===== src/rtl/mips_mem_arbiter.sv =====
// mips_mem_arbiter: shares one single-port I/D memory between fetch and data ports,
// data first, with a starvation bound that guarantees fetch progress.
module mips_mem_arbiter #(
    parameter int ADDR_W      = 10,
    parameter int DATA_W      = 32,
    parameter int WAIT_CYCLES = 1,
    parameter int STARVE_MAX  = 4
) (
    input  logic              clk,
    input  logic              rst_n,
    input  logic              if_req,
    input  logic [ADDR_W-1:0] if_addr,
    output logic              if_ack,
    output logic [DATA_W-1:0] if_rdata,
    input  logic              dm_req,
    input  logic              dm_we,
    input  logic [ADDR_W-1:0] dm_addr,
    input  logic [DATA_W-1:0] dm_wdata,
    output logic              dm_ack,
    output logic [DATA_W-1:0] dm_rdata,
    output logic              mem_en,
    output logic              mem_we,
    output logic [ADDR_W-1:0] mem_addr,
    output logic [DATA_W-1:0] mem_wdata,
    input  logic [DATA_W-1:0] mem_rdata,
    output logic              owner,
    output logic              busy
);
    typedef enum logic [1:0] {IDLE, ISSUE, WAIT, RESP} state_t;
    state_t     state;
    logic [3:0] wait_cnt;
    logic [3:0] starve_cnt;
    logic       store;
    logic       grant_d;
    // fetch only wins a contested cycle once data has starved it STARVE_MAX times
    assign grant_d = dm_req && !(if_req && starve_cnt == 4'(STARVE_MAX));
    assign busy    = state != IDLE;
    always_ff @(posedge clk or negedge rst_n) begin
        if (!rst_n) begin
            state      <= IDLE;
            if_ack     <= 1'b0;
            dm_ack     <= 1'b0;
            mem_en     <= 1'b0;
            mem_we     <= 1'b0;
            mem_addr   <= '0;
            mem_wdata  <= '0;
            if_rdata   <= '0;
            dm_rdata   <= '0;
            owner      <= 1'b0;
            starve_cnt <= '0;
            wait_cnt   <= '0;
            store      <= 1'b0;
        end else begin
            case (state)
                IDLE: if (if_req || dm_req) begin
                    state      <= ISSUE;
                    owner      <= grant_d;
                    mem_en     <= 1'b1;
                    mem_we     <= grant_d && dm_we;
                    store      <= grant_d && dm_we;
                    mem_addr   <= grant_d ? dm_addr : if_addr;
                    if (grant_d) mem_wdata <= dm_wdata;
                    starve_cnt <= (grant_d && if_req) ?
                                  starve_cnt + 4'(starve_cnt != 4'(STARVE_MAX)) : '0;
                end
                ISSUE: begin
                    mem_en   <= 1'b0;
                    mem_we   <= 1'b0;
                    wait_cnt <= 4'(WAIT_CYCLES);
                    state    <= WAIT;
                end
                WAIT: begin
                    wait_cnt <= wait_cnt - 4'd1;
                    if (wait_cnt == 4'd1) begin
                        state  <= RESP;
                        if_ack <= !owner;
                        dm_ack <= owner;
                        if (!store && owner) dm_rdata <= mem_rdata;
                        if (!store && !owner) if_rdata <= mem_rdata;
                    end
                end
                default: begin
                    if_ack <= 1'b0;
                    dm_ack <= 1'b0;
                    state  <= IDLE;
                end
            endcase
        end
    end
endmodule


===== config.mk =====
export PLATFORM = sky130hd
export DESIGN_NAME = mips_mem_arbiter
export DESIGN_NICKNAME = d
export VERILOG_FILES = /design/src/rtl/mips_mem_arbiter.sv
export SDC_FILE = /design/constraint.sdc
export NUM_CORES = 1
export LEC_CHECK = 0
export BUFFER_PORTS_ARGS = -buffer_cell sky130_fd_sc_hd__buf_2
export CORE_MARGIN = 2
export CORE_UTILIZATION = 45
export CTS_CLUSTER_DIAMETER = 200
export DETAILED_ROUTE_END_ITERATION = 8
export GPL_TIMING_DRIVEN = 0
export PLACE_DENSITY = 0.86
export SLEW_MARGIN = 15
export SYNTH_ARGS = -nofsm -noshare
export SYNTH_HDL_FRONTEND = slang
export SYNTH_SLANG_ARGS = --single-unit
export TNS_END_PERCENT = 10

===== constraint.sdc =====
create_clock -name clk -period 2.75 [get_ports clk]
set_clock_uncertainty 0.1 [all_clocks]
set_input_delay 0.55 -clock clk [delete_from_list [all_inputs] [get_ports clk]]
set_output_delay 0.55 -clock clk [all_outputs]
set_load 0.05 [all_outputs]

==> impl_results.md <==
* Number of global-route vias before repair at 3848
* CP max stage cell: nor3_2
* Crit-path leading delay family: buffers and inverters
* Leading cell type in the layout, fill and taps excluded: buf_2
* Area of the die at 0.0122 mm^2
* First-pass GRT wire length at approximately 19 mm
* Syn. warnings at 0
* Largest stage delay, worst path at 0.43 ns
* Top-area cell type share of the netlist area at 59.9%
* Top FF cell, synth: dfrtp_1
* Clock tree from TritonCTS: built
* Quantity of I/O buffers inserted on ports at 199
* Final hold vios at 0
* Height of the die at 110 um
* Buffers inserted during post-CTS setup optimization at 0
* Setup TNS at 0 ns
* Crit path buffers/inverters at 3
* WP data required at 2.94 ns
* Ports at 201
* Number of synthesized flops with an enable pin at 0
* Leading cell types by total area after synthesis: dfrtp_1 60%, mux2_2 15%, mux2_4 8.8%
* Sequential share of the synthesized area at between 50% and 60%
* Number of iterations in the first detailed-routing pass at 4
* Worst-path fanout max at 10
* Element type at the critical path start: flip-flop
* Normalized max-slew margin at 64.9%
* Launching element of the worst setup path: state[0]
* Remaining global-route overflow at 0
* Final RePlAce weighted congestion at 0.807
* Worst reg2reg startpoint: state[0]
* Post-Synthesis Cell Area at 0.00509 mm^2
* Routed vias/inst at 5.20
* Worst-case clock buffer depth at 2
* Series of cell instances along the critical path: inv_1, ha_1, clkbuf_1, nand2_1, nor3_2, buf_2, mux2_2
* Clock Sink Count at around 120
* Filler cell count in the final layout at 804
* Fin crit period at 2.54 ns
* Worst skew pair latency at slightly above 0.4 ns
* Layout net count at slightly below 700
* Unrepaired setup endpoints after global routing: no
* Post-synth cell types at 38
* Routed wire length per instance at 16.8 um
* Gate count after technology mapping at around 360
* Final cycle utilization of the critical path at 92.2%
* Maximum number of pins on one net before global-route repair at 80
* Most frequent cells in the layout: 204 x buf_2, 122 x dfrtp_1, 66 x mux2_2
* Area growth from synthesis to layout at 36.2%
* Endpoint of the worst register-to-register path: dm_rdata[16]
* Flop and latch count out of synthesis at 122
* Maximum Capacitance Violations at 0
* Num CTS Buffers at 17
* Effective utilization at floorplan at 46.6%
* Cell depth of the worst flop-to-flop path at 7
* Fraction of layout cells with a size suffix above 1 at 57.1%
* Hold path endpoint: mem_wdata[11]
* Final setup violation count at 0
* Floorplan Core Area at 0.0109 mm^2
* Class of the tightest hold or removal check: input port to flip-flop
* CP Data Arrival Time at between 2 and 3 ns
* Number of antenna violations at the first check in global routing at 0
* Die outline width at ~110 um
* Cell type with the highest aggregate area in the netlist: dfrtp_1
* Total track usage at between 20 and 25%
* Slew at the pin closest to its max-slew limit at 0.527 ns
* Maximum frequency from static timing analysis at 394 MHz
* Run status: completed
* Number of vias in the routed layout at 3789
* DRC at 0
* FF-to-FF setup slack at between 0.2 and 0.25 ns
* Cell chosen for the clock root: clkbuf_16
* FP Rows at 38
* Iteration-0 DRC count of the detailed router at between 200 and 250
* Post-detailed-routing wire length at about 12 mm
* Number of nets in the synthesized netlist at 453
* Avg Cell Area, Syn at 14.3 um^2
* Detailed placement HPWL at 9.01 mm
* Number of pins exceeding their max-slew limit in the final report at 0
* Share of async-settable or async-resettable flops after synthesis at 100%
* Antenna cell count at 0
* Category of the critical setup timing path: flip-flop to flip-flop
* Worst hold path depth at 2
* Post-CTS clock slew at the launch and capture registers of the worst setup and hold paths at approximately 0.05 ns
* Remaining number of nets flagged by the antenna check after routing at 0
* Source of the worst hold timing path: dm_wdata[11]
* H-tree lvl count at 4
* Critical path capture point type: flip-flop
-- flip-flops by register name, indices dropped and copies added (netlist names) --
register    cells
dm_rdata       32
if_rdata       32
mem_wdata      32
mem_addr       10
starve_cnt      4
wait_cnt        4
state           2
dm_ack          1
if_ack          1
mem_en          1
mem_we          1
owner           1
store           1
-- cell usage after synthesis, types with 2 or more instances --
cell type and count:
mux2_4 30, o32ai_1 2, o21ai_0 4, o2bb2ai_1 3
o22ai_1 2, a31oi_1 2, nand3_1 4, mux2_1 2
clkbuf_1 10, and2_1 2, dfrtp_1 122, nand2b_1 2
nand3b_1 3, o21a_1 2, inv_1 13, buf_6 3
buf_2 6, mux2i_1 3, o211ai_1 10, ha_1 9
mux2_2 66, nand2_1 28, nand4_1 12
-- worst max path at each step --
stage | to | cells past startpoint
2_1_floorplan | if_rdata[0] | 8
3_3_place_gp | if_rdata[20] | 1
3_5_place_dp | dm_rdata[12] | 7
4_1_cts | dm_rdata[23] | 7
5_1_grt | dm_rdata[16] | 7
6_report | dm_rdata[16] | 7
-- per-layer routing --
| metal | share of wire, % | GRT usage [%] | vias up |
|---|---|---|---|
| met2 | 50 | 35.1 | 197 |
| met1 | 39 | 22.4 | 1869 |
| met5 | 0 | 0 | - |
| met3 | 9.2 | 7.88 | 19 |
| li1 | - | - | 1704 |
| met4 | 1.9 | 9.38 | 0 |
-- worst register-to-register path, stage by stage (launching register included) --
cell      delay (ns)
dfrtp_1         0.40
inv_1           0.11
ha_1            0.15
clkbuf_1        0.33
nand2_1         0.15
nor3_2          0.43
buf_2           0.36
mux2_2          0.39
-- area by class of cell --
| class | count | area (um^2) | area share (%) |
|---|---|---|---|
| Multi-Input combinational cell | 200 | 1890 | 27.2 |
| Buffer | 20 | 105 | 1.52 |
| Inverter | 13 | 48.8 | 0.704 |
| Tap cell | 140 | 175 | 2.53 |
| Timing Repair Buffer | 201 | 1040 | 15.0 |
| Clock buffer | 26 | 519 | 7.49 |
| Clock inverter | 6 | 108 | 1.55 |
| Sequential cell | 122 | 3050 | 44.0 |
-- kinds of logic (layout without fill, tap and decap cells) --
group	Yosys count	after routing	share of synthesized area, %
fa+ha+maj	9	9	2.21
simple gates	60	60	6.19
buf+inv	33	266	3.02
mux	101	101	24.5
flops	122	122	59.9
compound gates	30	30	4.18
-- timing repair --
item | CTS | global route
hold endpoints to repair | 43 | 0
resized for setup | 0 | 0
hold buffers | 1 | 0
-- per-stage QoR --
step | util, % | instance area (um^2) | instances | hold WS (ns) | worst slack [ns]
floorplan | - | 5090 | 355 | 0.154 | 0.577
CTS | 63.4 | 6940 | 728 | 0.245 | 0.221
finish | 63.4 | 6940 | 728 | 0.267 | 0.214
detailed placement | 57.6 | 6300 | 695 | 0.379 | 0.229
global route | 63.4 | 6940 | 728 | 0.251 | 0.0762
global placement | 57.3 | 6260 | 694 | 0.361 | -0.381
Power is left out: the tool's default activity adds up to more than one toggle a clock period on the data nets, which glitch-free logic cannot reach.
